===== src/rtl/iter_muldiv_unit_if.sv =====
// Issue/result bundle between EX-stage control and the iterative multiply/divide unit.
interface iter_muldiv_unit_if #(
  parameter int WIDTH = 16,
  parameter int RD_W  = 4
);
  logic             start;
  logic [1:0]       op;
  logic [WIDTH-1:0] a;
  logic [WIDTH-1:0] b;
  logic [RD_W-1:0]  rd_in;
  logic             flush;
  logic [1:0]       alu_status;
  logic [WIDTH-1:0] result;
  logic [RD_W-1:0]  result_rd;

  modport master (
    output start, op, a, b, rd_in, flush,
    input  alu_status, result, result_rd
  );

  modport slave (
    input  start, op, a, b, rd_in, flush,
    output alu_status, result, result_rd
  );
endinterface


===== src/rtl/iter_muldiv_unit.sv =====
// Iterative unsigned multiply (shift-add) / divide (restoring), one bit per cycle,
// with a one-cycle DONE window carrying the result and destination tag.
module iter_muldiv_unit #(
  parameter int WIDTH = 16,
  parameter int RD_W  = 4
) (
  input  logic              clk,
  input  logic              rst,
  iter_muldiv_unit_if.slave bus
);
  localparam int CNT_W = $clog2(WIDTH + 1);

  // state  | meaning
  // S_IDLE | no operation, waiting for start
  // S_RUN  | iterating, one bit per cycle
  // S_DONE | result and tag valid for this cycle only
  localparam logic [1:0] S_IDLE = 2'd0;
  localparam logic [1:0] S_RUN  = 2'd1;
  localparam logic [1:0] S_DONE = 2'd2;

  logic [1:0]         state;
  logic [CNT_W-1:0]   cnt;
  logic [1:0]         op_q;
  logic [WIDTH-1:0]   a_q;
  logic [WIDTH-1:0]   b_q;
  logic [RD_W-1:0]    rd_q;
  logic [2*WIDTH-1:0] prod;
  logic [WIDTH:0]     rem;
  logic [WIDTH-1:0]   quo;
  logic [WIDTH-1:0]   result;
  logic [RD_W-1:0]    result_rd;

  logic [WIDTH:0]     prod_sum;
  logic [2*WIDTH-1:0] prod_nxt;
  logic [WIDTH:0]     rem_shift;
  logic [WIDTH+1:0]   rem_diff;
  logic [WIDTH:0]     rem_nxt;
  logic [WIDTH-1:0]   quo_nxt;
  logic [WIDTH-1:0]   res_nxt;
  logic [1:0]         status;

  // Both datapaths step every RUN cycle; op_q only selects which one is reported.
  always_comb begin
    prod_sum  = {1'b0, prod[2*WIDTH-1:WIDTH]} + {1'b0, a_q & {WIDTH{prod[0]}}};
    prod_nxt  = {prod_sum, prod[WIDTH-1:1]};
    rem_shift = {rem[WIDTH-1:0], quo[WIDTH-1]};
    rem_diff  = {1'b0, rem_shift} - {2'b00, b_q};
    rem_nxt   = rem_diff[WIDTH+1] ? rem_shift : rem_diff[WIDTH:0];
    quo_nxt   = {quo[WIDTH-2:0], ~rem_diff[WIDTH+1]};
    case (op_q)
      2'b00:   res_nxt = prod_nxt[WIDTH-1:0];
      2'b01:   res_nxt = prod_nxt[2*WIDTH-1:WIDTH];
      2'b10:   res_nxt = quo_nxt;
      default: res_nxt = rem_nxt[WIDTH-1:0];
    endcase
  end

  always_ff @(posedge clk) begin
    if (rst) begin
      state     <= S_IDLE;
      cnt       <= '0;
      op_q      <= '0;
      a_q       <= '0;
      b_q       <= '0;
      rd_q      <= '0;
      prod      <= '0;
      rem       <= '0;
      quo       <= '0;
      result    <= '0;
      result_rd <= '0;
    end else if (bus.flush) begin
      state     <= S_IDLE;
      cnt       <= '0;
      result    <= '0;
      result_rd <= '0;
    end else begin
      case (state)
        S_RUN: begin
          prod <= prod_nxt;
          rem  <= rem_nxt;
          quo  <= quo_nxt;
          cnt  <= cnt - CNT_W'(1);
          if (cnt == CNT_W'(1)) begin
            state     <= S_DONE;
            result    <= res_nxt;
            result_rd <= rd_q;
          end
        end
        default: begin
          // IDLE and DONE both accept a new issue; DONE->RUN gives back-to-back.
          result    <= '0;
          result_rd <= '0;
          if (bus.start) begin
            state <= S_RUN;
            cnt   <= CNT_W'(WIDTH);
            op_q  <= bus.op;
            a_q   <= bus.a;
            b_q   <= bus.b;
            rd_q  <= bus.rd_in;
            prod  <= {{WIDTH{1'b0}}, bus.b};
            rem   <= '0;
            quo   <= bus.a;
          end else begin
            state <= S_IDLE;
          end
        end
      endcase
    end
  end

  always_comb begin
    status = 2'b00;
    case (state)
      S_RUN:   status = {1'b1, op_q[1]};
      S_DONE:  status = 2'b01;
      default: status = 2'b00;
    endcase
  end

  assign bus.alu_status = status;
  assign bus.result     = result;
  assign bus.result_rd  = result_rd;
endmodule


===== src/flat_wrapper.sv =====
// flat-port wrapper written by rule: the top's interface ports become plain ports
module iter_muldiv_unit_flat 
#(
  parameter int WIDTH = 16,
  parameter int RD_W  = 4
)
  (clk, rst, bus_start, bus_op, bus_a, bus_b, bus_rd_in, bus_flush, bus_alu_status, bus_result, bus_result_rd);
  iter_muldiv_unit_if #(.WIDTH(WIDTH), .RD_W(RD_W)) bus_i ();
  input  logic clk;
  input  logic rst;
  input wire logic [$bits(bus_i.start)-1:0] bus_start;
  input wire logic [$bits(bus_i.op)-1:0] bus_op;
  input wire logic [$bits(bus_i.a)-1:0] bus_a;
  input wire logic [$bits(bus_i.b)-1:0] bus_b;
  input wire logic [$bits(bus_i.rd_in)-1:0] bus_rd_in;
  input wire logic [$bits(bus_i.flush)-1:0] bus_flush;
  output wire logic [$bits(bus_i.alu_status)-1:0] bus_alu_status;
  output wire logic [$bits(bus_i.result)-1:0] bus_result;
  output wire logic [$bits(bus_i.result_rd)-1:0] bus_result_rd;
  assign bus_i.start = bus_start;
  assign bus_i.op = bus_op;
  assign bus_i.a = bus_a;
  assign bus_i.b = bus_b;
  assign bus_i.rd_in = bus_rd_in;
  assign bus_i.flush = bus_flush;
  assign bus_alu_status = bus_i.alu_status;
  assign bus_result = bus_i.result;
  assign bus_result_rd = bus_i.result_rd;
  iter_muldiv_unit #(.WIDTH(WIDTH), .RD_W(RD_W)) u_core (.clk(clk), .rst(rst), .bus(bus_i));
endmodule

===== config.mk =====
export PLATFORM = sky130hd
export DESIGN_NAME = iter_muldiv_unit_flat
export DESIGN_NICKNAME = d
export VERILOG_FILES = /design/src/rtl/iter_muldiv_unit_if.sv /design/src/rtl/iter_muldiv_unit.sv /design/src/flat_wrapper.sv
export SDC_FILE = /design/constraint.sdc
export NUM_CORES = 1
export LEC_CHECK = 0
export ABC_CLOCK_PERIOD_IN_PS = 5800
export CAP_MARGIN = 20
export CORE_UTILIZATION = 25
export CTS_BUF_LIST = sky130_fd_sc_hd__clkbuf_8
export DETAILED_ROUTE_END_ITERATION = 6
export GPL_TIMING_DRIVEN = 0
export PLACE_DENSITY = 0.48
export SYNTH_ARGS = -nofsm -noshare
export SYNTH_HDL_FRONTEND = slang
export SYNTH_SLANG_ARGS = --single-unit

===== constraint.sdc =====
create_clock -name clk -period 5.8 [get_ports clk]
set_input_delay 1.74 -clock clk [delete_from_list [all_inputs] [get_ports clk]]
set_output_delay 1.74 -clock clk [all_outputs]
set_load 0.005 [all_outputs]

==> summary.md, run 1 <==
| Metric | Value |
|---|---|
| P&R area growth vs syn | `21.9%` |
| Worst path arrival time | `2.77 ns` |
| Clk root buf | `clkbuf_8` |
| Post-synth top cells | `dfxtp_1, nand2_1, nor2_1` |
| Pin count of the biggest net entering global routing | `17` |
| IO buf count | `62` |
| Slowest-stage cell, CP | `clkbuf_1` |
| Worst Max-Slew Pin Slew | `0.914 ns` |
| Avg Cell Area, Syn | `8.16 sq um` |
| DRT Pass-1 Iters | `5` |
| # IOs | `64` |
| F_max | `222 MHz` |
| DR vias | `6,579` |
| GRT Total Usage | `0.175` |
| Max-cap violation count | `0` |
| Top cells by area in the synthesized netlist | `dfxtp_1, mux2i_1, a21oi_1, ha_1, nand2_1` |
| Clock-pin slew on the worst setup and hold paths | `0.08 ns` |
| Share of post-route cells with drive strength above 1 | `0.0426` |
| Slew Limit Headroom | `0.388` |
| Power Dens Cells | `256 nW/um^2` |
| Routed len/inst | `18.5 um` |
| Highest ir drop seen on vdd | `0.143 mV` |
| Vias in the first global route | `6,354` |
| Seq/Total Area, Yosys | `0.365` |
| Htree depth | `4` |
| CP required | `4.06 ns` |
| WP depth | `6` |
| Worst-path maximum fanout | `10` |
| Hold Path Class | `flip-flop to flip-flop` |
| Synth Instances | `868` |
| Hold depth | `2` |
| YS warnings | `0` |
| Final HPWL DP | `19,200 um` |
| Largest delay share family, worst path | `buffers and inverters` |
| Setup Skew | `0.0145 ns` |
| Final period utilization | `0.778` |
| Yosys reg bits | `129` |
| Number of gates resized after CTS | `0` |
| Final ANT Viol Nets | `0` |
| Worst Slack Setup Final | `1.29 ns` |
| Core area | `27,900 sq um` |
| Most frequent cell after synthesis | `dfxtp_1` |
| Worst Hold End | `u_core.a_q[2]` |
| R2R depth | `11` |
| Clock sink count | `129` |
| DP Worst Slack | `1.17 ns` |
| Total negative slack | `0 ns` |
| Initial core utilization | `0.254` |
| Full die area | `29,000 sq um` |
| Worst-skew pair later-pin latency | `0.46 ns` |
| First-pass GRT wire length | `37,400 um` |
| Cell Rows | `61` |
| Fin crit period | `4.51 ns` |
| Post-synth EDFFs | `0` |
| Primary FF master, synth | `dfxtp_1` |
| Finish-stage setup viols | `0` |
| Global route overflow | `0` |
| Final net count | `1,030` |
| Endpoints failing hold | `0` |
| Dpl cells | `1,309` |
| Die W | `170 um` |
| Final instance count without filler cells | `1,341` |
| Classification of the worst setup path | `flip-flop to output port` |
| Yosys top cell by area | `dfxtp_1` |
| Worst reg-to-reg setup slack | `2.20 ns` |
| Multi-input logic area | `4190 sq um` |
| Placer Congestion | `0.881` |
| DR iter-0 viols | `476` |
| Clock buffer depth | `2` |
| CP Launch Type | `flip-flop` |
| Sequential Area | `2580 sq um` |
| Synthesized area | `7080 sq um` |
| Ant. Diodes | `0` |
| TritonCTS buffer count | `17` |
| Initial antenna violation count | `0` |
| CTS tree | `yes` |
| RSZ-0062 raised after global routing | `no` |
| FF-to-FF End | `u_core.bus.result[13]` |
| Share of the synthesized area in the top cell type | `0.365` |
| Slew Limit Fails | `0` |
| RR Startpoint | `u_core.prod[0]` |
| CP most frequent cell | `clkbuf_1` |
| Worst setup EP type | `output port` |
| Final WL | `24,900 um` |
| Lkg Pwr | `3.05 nW` |
| Status | `completed` |
| Synth async-reset ratio | `0` |
| Residual DRC | `0` |
| Die Y | `170 um` |
| Post-CTS Setup Repair Bufs | `0` |
| Buf/Inv on CP | `3` |
| Crit-path cells | `ha_1 > clkbuf_1 > clkbuf_1 > a21oi_1 > nor2_1 > clkdlybuf4s50_1` |
| Crit path largest cell delay | `0.56 ns` |
| Post-synthesis cell type count | `63` |
| Hold buffers post-CTS | `0` |
| Fillers | `3,000` |
| DR vias/cell | `4.91` |
| Net count after synthesis | `948` |
| Hold path start | `u_core.a_q[2]` |
[through the flow]
step	total power [mW]	utilization	area (sq um)	hold slack (ns)
CTS	2.23	0.310	8630	0.454
floorplan	1.20	-	7080	0.432
detailed placement	1.34	0.294	8180	0.443
global placement	1.34	0.294	8180	0.440
global route	2.30	0.310	8630	0.471
finish	2.21	0.310	8630	0.451
[power breakdown]
| part | total (mW) | internal, mW | leakage (nW) | switching (mW) |
|---|---|---|---|---|
| clock | 0.891 | 0.510 | 0.226 | 0.381 |
| sequential | 0.943 | 0.917 | 1.05 | 0.0256 |
| combinational | 0.378 | 0.147 | 1.77 | 0.231 |
| total | 2.21 | 1.57 | 3.05 | 0.638 |
[worst max-delay path by stage]
stage	start	endpoint	slack (ns)
6_report	u_core.state[0]	bus_alu_status[0]	1.29
3_3_place_gp	bus_flush	u_core.bus.result[15]	1.06
5_1_grt	u_core.state[1]	bus_alu_status[0]	1.10
3_5_place_dp	bus_flush	u_core.bus.result[15]	1.17
2_1_floorplan	bus_flush	u_core.bus.result[15]	2.66
4_1_cts	u_core.state[0]	bus_alu_status[0]	1.28
[state kept, by name, summed over array words and instances (netlist names), 4 cells and up]
register	count
u_core.a_q	16
u_core.b_q	16
u_core.bus.result	16
u_core.bus.result_rd	4
u_core.cnt	5
u_core.prod	32
u_core.quo	16
u_core.rd_q	4
u_core.rem	16
[final cells by class]
cell class,instances,share of cell area
well taps,378,0.0548
clock inverters,11,0.0186
multi-input cells,656,0.485
repair buffers,63,0.0725
plain buffers,53,0.0232
inverters,30,0.0130
flip-flops and latches,129,0.299
clock buffers,21,0.0335
[cell families (layout without fill, tap and decap cells)]
logic type / after synthesis / after routing / share of synthesized area
DFF: 129 / 129 / 0.365
xor gates and xnor gates: 28 / 28 / 0.0346
buffers and inverters: 83 / 178 / 0.0442
adders and majority gates: 38 / 38 / 0.0692
AOI/OAI and AO/OA: 253 / 253 / 0.230
muxes: 54 / 54 / 0.0791
and+or+nand+nor: 283 / 283 / 0.178
[per-layer routing]
layer	up-vias	part of all wire	wire length [um]	global-route usage
met3	21	0.061	1510	0.0337
met2	170	0.44	11000	0.277
met1	3148	0.48	12000	0.244
met4	0	0.012	306	0.0411
met5	-	0	0	0
li1	3240	-	-	-
[placed cells by master (no fill, tap or decap), types with 5 or more instances in the layout]
cell / Yosys / layout
dfxtp_1: 129 / 129
nand2_1: 114 / 114
nor2_1: 93 / 93
a21oi_1: 90 / 90
clkdlybuf4s50_1: 0 / 62
mux2i_1: 50 / 50
clkbuf_1: 43 / 43
a211oi_1: 36 / 36
o21ai_0: 36 / 36
ha_1: 36 / 36
inv_1: 30 / 32
clkbuf_8: 0 / 21
xnor2_1: 18 / 18
and2_1: 17 / 17
a22oi_1: 15 / 15
nor3_1: 14 / 14
xor2_1: 10 / 10
buf_1: 9 / 9
nand2b_1: 9 / 9
nor2b_1: 8 / 8
a211o_1: 8 / 8
a21o_1: 7 / 7
a2bb2oi_1: 6 / 6
or3_1: 6 / 6
a31oi_1: 6 / 6
o21a_1: 5 / 5
o21bai_1: 5 / 5
a22o_1: 5 / 5
[worst register-to-register path, cell delays in order (launching register included)]
cell and delay (ns):
dfxtp_1 0.51, clkbuf_1 0.34, and2_1 0.19, ha_1 0.27
a211o_1 0.31, a21oi_1 0.34, o31ai_1 0.14, o41ai_1 0.53
o21ai_1 0.22, xor2_1 0.25, mux2i_1 0.12, o311ai_0 0.28
No activity file was read; power rests on OpenSTA's default activity.
==> run 2: changes to the inputs <==
--- a/config.mk
+++ b/config.mk
@@ -5,7 +5,7 @@
 export SDC_FILE = /design/constraint.sdc
 export NUM_CORES = 1
 export LEC_CHECK = 0
-export ABC_CLOCK_PERIOD_IN_PS = 5800
+export ABC_CLOCK_PERIOD_IN_PS = 4600
 export CAP_MARGIN = 20
 export CORE_UTILIZATION = 25
 export CTS_BUF_LIST = sky130_fd_sc_hd__clkbuf_8
==> constraint.sdc (replaced) <==
create_clock -name clk -period 4.6 [get_ports clk]
set_input_delay 1.38 -clock clk [delete_from_list [all_inputs] [get_ports clk]]
set_output_delay 1.38 -clock clk [all_outputs]
set_load 0.005 [all_outputs]
==> results of run 2 <==
The final DEF is identical to that of run 1. Status: completed.
Main changes from that run: setup slack after placement 1.17 ns -> 0.326 ns; setup slack after layout 1.29 ns -> 0.446 ns; register-to-register setup slack 2.20 ns -> 1.00 ns; total power 2.21 mW -> 2.79 mW; worst IR drop on VDD 0.143 mV -> 0.181 mV
==> run 3: changes to the inputs <==
--- a/config.mk
+++ b/config.mk
@@ -12,6 +12,8 @@
 export DETAILED_ROUTE_END_ITERATION = 6
 export GPL_TIMING_DRIVEN = 0
 export PLACE_DENSITY = 0.48
+export SKIP_CTS_REPAIR_TIMING = 1
 export SYNTH_ARGS = -nofsm -noshare
 export SYNTH_HDL_FRONTEND = slang
 export SYNTH_SLANG_ARGS = --single-unit
+export TNS_END_PERCENT = 50
==> results of run 3 <==
The final DEF is identical to that of run 1. Status: completed.
Main changes from that run: setup slack after placement 1.17 ns -> 0.326 ns; setup slack after layout 1.29 ns -> 0.446 ns; register-to-register setup slack 2.20 ns -> 1.00 ns; total power 2.21 mW -> 2.79 mW; worst IR drop on VDD 0.143 mV -> 0.181 mV
==> RTL edit 1, RTL diff (config.mk and constraints of run 3) <==
`RD_W` is set to 4 in 3 places; all go to 5.
--- a/src/rtl/iter_muldiv_unit_if.sv
+++ b/src/rtl/iter_muldiv_unit_if.sv
@@ -3,3 +3,3 @@
   parameter int WIDTH = 16,
-  parameter int RD_W  = 4
+  parameter int RD_W  = 5
 );
--- a/src/rtl/iter_muldiv_unit.sv
+++ b/src/rtl/iter_muldiv_unit.sv
@@ -4,3 +4,3 @@
   parameter int WIDTH = 16,
-  parameter int RD_W  = 4
+  parameter int RD_W  = 5
 ) (
--- a/src/flat_wrapper.sv
+++ b/src/flat_wrapper.sv
@@ -4,3 +4,3 @@
   parameter int WIDTH = 16,
-  parameter int RD_W  = 4
+  parameter int RD_W  = 5
 )
Ports: changed (resized bus_rd_in and bus_result_rd); port bits go from 64 to 66. No check against the original RTL was run, so the function may have changed too.
==> RTL edit 1 against run 3 <==
  * Routed wire length rose by 5.7%
  * Synthesized cell count rose by 5.9%
  * Critical path depth did not move
  * Critical endpoint unchanged
  * Final area rose by 2.9%
  * First-iteration DRC count rose by 19%
  * Total power fell by 0.67%
  * Synthesized area rose by 3.6%
  * Critical path type unchanged
  * Worst setup slack got worse by 310 ps
  * Sequential cell count rose by 2
==> RTL edit 1: results (changes against run 3) <==
status finished clean (unchanged); Non-Filler Instances 1399 (was 1341); Syn Area/Cell 7.99 um^2 (was 8.16 um^2); commonest cells in the synthesized netlist nand2_1 (133), dfxtp_1 (131), a21oi_1 (95) (was dfxtp_1 (129), nand2_1 (114), nor2_1 (93)); initial drt markers 568 (was 476); DR vias/cell 5.01 (was 4.91); R2R Setup Slk 1240 ps (was 1000 ps); Pre-antenna DRT Iters 6 (was 5); ranking of synthesized cells by area dfxtp_1 (36%), nand2_1 (6.8%), a21oi_1 (6.5%) (was dfxtp_1 (36%), mux2i_1 (7.1%), a21oi_1 (6.4%)); max-slew headroom at the worst pin 40.7% (was 38.8%); vias in the first global route 6979 (was 6354); initial antenna violation count 1 (was 0); Clock Pin Slew Worst Setup and Hold Paths 80 ps (about the same); PortBufs 64 (was 62); max reg flops 32 (unchanged); arrival time at the worst endpoint 3080 ps (was 2770 ps); syn_nets 1000 (was 948); post-synth cell types 66 (was 63); register area share after synthesis 35.7% (was 36.5%); Total Routing Usage GR 17.9% (was 17.5%); Detailed Place HPWL 20500 um (was 19200 um); gpl congestion 0.869 (was 0.881); maximum VDD drop 0.000161 V (was 0.000181 V); WL final 26300 um (was 24900 um); Final Skew 15.6 ps (was 14.5 ps); layout cells sized above 1 4.83% (was 4.26%); wire length of the first global-routing pass 41000 um (was 37400 um); fin nets 1083 (was 1030); CP Max Fanout 10 (unchanged); Lkg Pwr 3.17 nW (was 3.05 nW)
==> RTL edit 1: cell type report <==
class	instances	area, um^2
multi-input combinational	699	4380
inverter	30	113
clock inverter	13	160
sequential	131	2620
timing repair buffer	64	641
fill	3113	19900
tap	384	480
buffer	59	228
clock buffer	19	262
==> RTL edit 1: cell families (layout without fill, tap and decap cells) <==
family / after synthesis / in the layout / share of synthesized area, %
simple gates: 308 / 308 / 18.7
mux: 41 / 41 / 5.64
fa+ha+maj: 38 / 38 / 6.68
buf+inv: 89 / 185 / 4.64
compound gates: 288 / 288 / 25.7
xor+xnor: 24 / 24 / 2.86
flops: 131 / 131 / 35.7
==> RTL edit 1: worst min path at each step <==
stage / from / end / slack [ps] / depth (start not counted)
6_report: u_core.rd_q[4] / u_core.bus.result_rd[4] / 450 / 2
5_1_grt: u_core.rd_q[4] / u_core.bus.result_rd[4] / 470 / 2
4_1_cts: u_core.rd_q[4] / u_core.bus.result_rd[4] / 450 / 2
3_5_place_dp: u_core.a_q[1] / u_core.a_q[1] / 440 / 2
3_3_place_gp: u_core.a_q[1] / u_core.a_q[1] / 440 / 2
2_1_floorplan: u_core.prod[30] / u_core.prod[30] / 430 / 2
==> RTL edit 1: critical path, stage by stage (launching register included) <==
cell	delay (ps)
dfxtp_1	370
ha_1	250
buf_1	660
clkbuf_1	570
a21oi_1	150
nor2_1	120
clkdlybuf4s50_1	500
==> RTL edit 1: through the flow <==
step           worst slack, ps  area [um^2]  util (%)  hold slack (ps)  total power, W
2_1_floorplan             1800         7340         -              430         0.00154
3_3_place_gp               654         8460      29.4              438         0.00172
3_5_place_dp               660         8460      29.4              444         0.00172
4_1_cts                    146         8880      30.9              452         0.00278
5_1_grt                   10.4         8880      30.9              467         0.00289
6_report                   140         8880      30.9              445         0.00277
==> RTL edit 1: power breakdown <==
group | switching, W | leakage [nW] | internal (W)
combinational | 0.000304 | 1.89 | 0.000185
clock | 0.000502 | 0.211 | 0.000564
sequential | 0.0000406 | 1.07 | 0.00117
total | 0.000847 | 3.17 | 0.00192
==> RTL edit 1: per-layer routing <==
metal | vias to the layer above | routed length [um] | track usage (%)
li1 | 3448 | - | -
met3 | 18 | 1610 | 3.62
met4 | 0 | 260 | 3.87
met5 | - | 0 | 0
met2 | 221 | 11100 | 26.6
met1 | 3322 | 13300 | 26.4
==> RTL edit 2, RTL diff (settings of run 3) <==
Made on the original files. Reset style: asynchronous (`rst`), changed in one clocked block.
--- a/src/rtl/iter_muldiv_unit.sv
+++ b/src/rtl/iter_muldiv_unit.sv
@@ -57,3 +57,3 @@
 
-  always_ff @(posedge clk) begin
+  always_ff @(posedge clk or posedge rst) begin
     if (rst) begin
Formal check against the unedited RTL: differs if rst is asserted again (counterexample within 4 cycles, from zero or initial values and one cycle with rst high); with rst held inactive, the same outputs for 10 cycles.
==> RTL edit 2 against run 3 <==
  * Combinational power is 74% higher
  * Clock power is 4% higher
  * Worst setup slack lost 230 ps
  * Routed wire length is 4.6% lower
  * Core utilization up 0.41 points
  * Critical path depth up 1
  * Total power rose by 20%
  * First-iteration DRC count down 22%
  * Fmax down 5.3%
  * Sequential cell count unchanged
  * Final area grew 5.2%
  * Synthesized area is 4.8% higher
  * Sequential power grew 14%
==> RTL edit 2: results (changes against run 3) <==
PwrDens 369 mW/mm^2 (was 323 mW/mm^2); FILL cells 3023 (was 3000); pin count of the biggest net entering global routing 36 (was 17); layout cells sized above 1 9.41% (was 4.26%); Worst Setup SP u_core.state[1] (was u_core.state[0]); Hold Slack 504 ps (was 451 ps); WL/cell 19.1 um (was 18.5 um); worst hold endpoint u_core.a_q[2] (unchanged); Lkg Pwr 4.00 nW (was 3.05 nW); combinational logic power 0.000829 W (was 0.000477 W); worst r2r src u_core.prod[0] (unchanged); maximum VDD drop 0.000139 V (was 0.000181 V); DP Cell Count 1212 (was 1309); R2R Setup Slk 940 ps (was 1000 ps); P_sw 0.00106 W (was 0.000804 W); status finished clean (unchanged); arrival time at the worst endpoint 3010 ps (was 2770 ps); Final Skew 10.7 ps (was 14.5 ps); wire length of the first global-routing pass 37000 um (was 37400 um); clock power share 34.6% (was 40.3%); ranking of synthesized cells by area dfrtp_1 (44%), o21ai_0 (6.2%), ha_1 (6.1%) (was dfxtp_1 (36%), mux2i_1 (7.1%), a21oi_1 (6.4%)); Synth Area in Compound Gates 20.3% (was 23.0%); syn_nets 841 (was 948); post-synth cell types 65 (was 63); Post-DP Area 0.00861 mm^2 (was 0.00818 mm^2); initial drt markers 371 (was 476); PortBufs 63 (was 62); worst hold path type reg2reg (unchanged); post-synthesis mux area share 10.1% (was 7.91%); DR vias/cell 4.89 (was 4.91); fin nets 928 (was 1030); period utilization 95.4% (was 90.3%); Cells after Synth 761 (was 868); cells on worst reg2reg path 12 (was 11); fin util 31.4% (was 31.0%); gpl congestion 0.873 (was 0.881); Total Routing Usage GR 16.2% (was 17.5%); WL final 23700 um (was 24900 um); XOR/XNOR Fraction of Synth Area 3.07% (was 3.46%); hold wc startpoint u_core.a_q[2] (unchanged); reg2reg end u_core.bus.result[15] (was u_core.bus.result[13]); register area share after synthesis 43.5% (was 36.5%); hold path depth 1 (was 2); adder-cell share of the synthesized area 6.61% (was 6.92%)
-- RTL edit 2: cell count changes after synthesis, moves of 11 or more --
cell	run 3	this run
a21oi_1	90	39
a22o_1	5	16
dfxtp_1	129	0
nor2_1	93	28
nand2_1	114	96
mux2_2	1	23
clkbuf_1	43	28
a22oi_1	15	1
o21ai_0	36	92
dfrtp_1	0	129
a211oi_1	36	7
-- RTL edit 2: cell type report --
type                            count  share of cell area, %
Clock buffer                       20                   3.03
Buffer                             39                   1.79
Inverter                           31                   1.32
Tap cell                          384                   5.29
Timing Repair Buffer               68                   7.88
Multi-Input combinational cell    562                   43.1
Clock inverter                     12                   2.07
Sequential cell                   129                   35.5
-- RTL edit 2: critical path: stages, from the launching register on --
cell	delay, ps
dfrtp_1	380
inv_1	70
ha_1	170
clkbuf_1	470
buf_1	660
a21oi_1	150
nor2_1	150
clkdlybuf4s50_1	520
-- RTL edit 2: metal layers --
layer,GRT usage [%],wire (um)
met1,23.2,11700
met4,3.11,161
met5,0,0
met2,24.9,10600
met3,3.65,1170
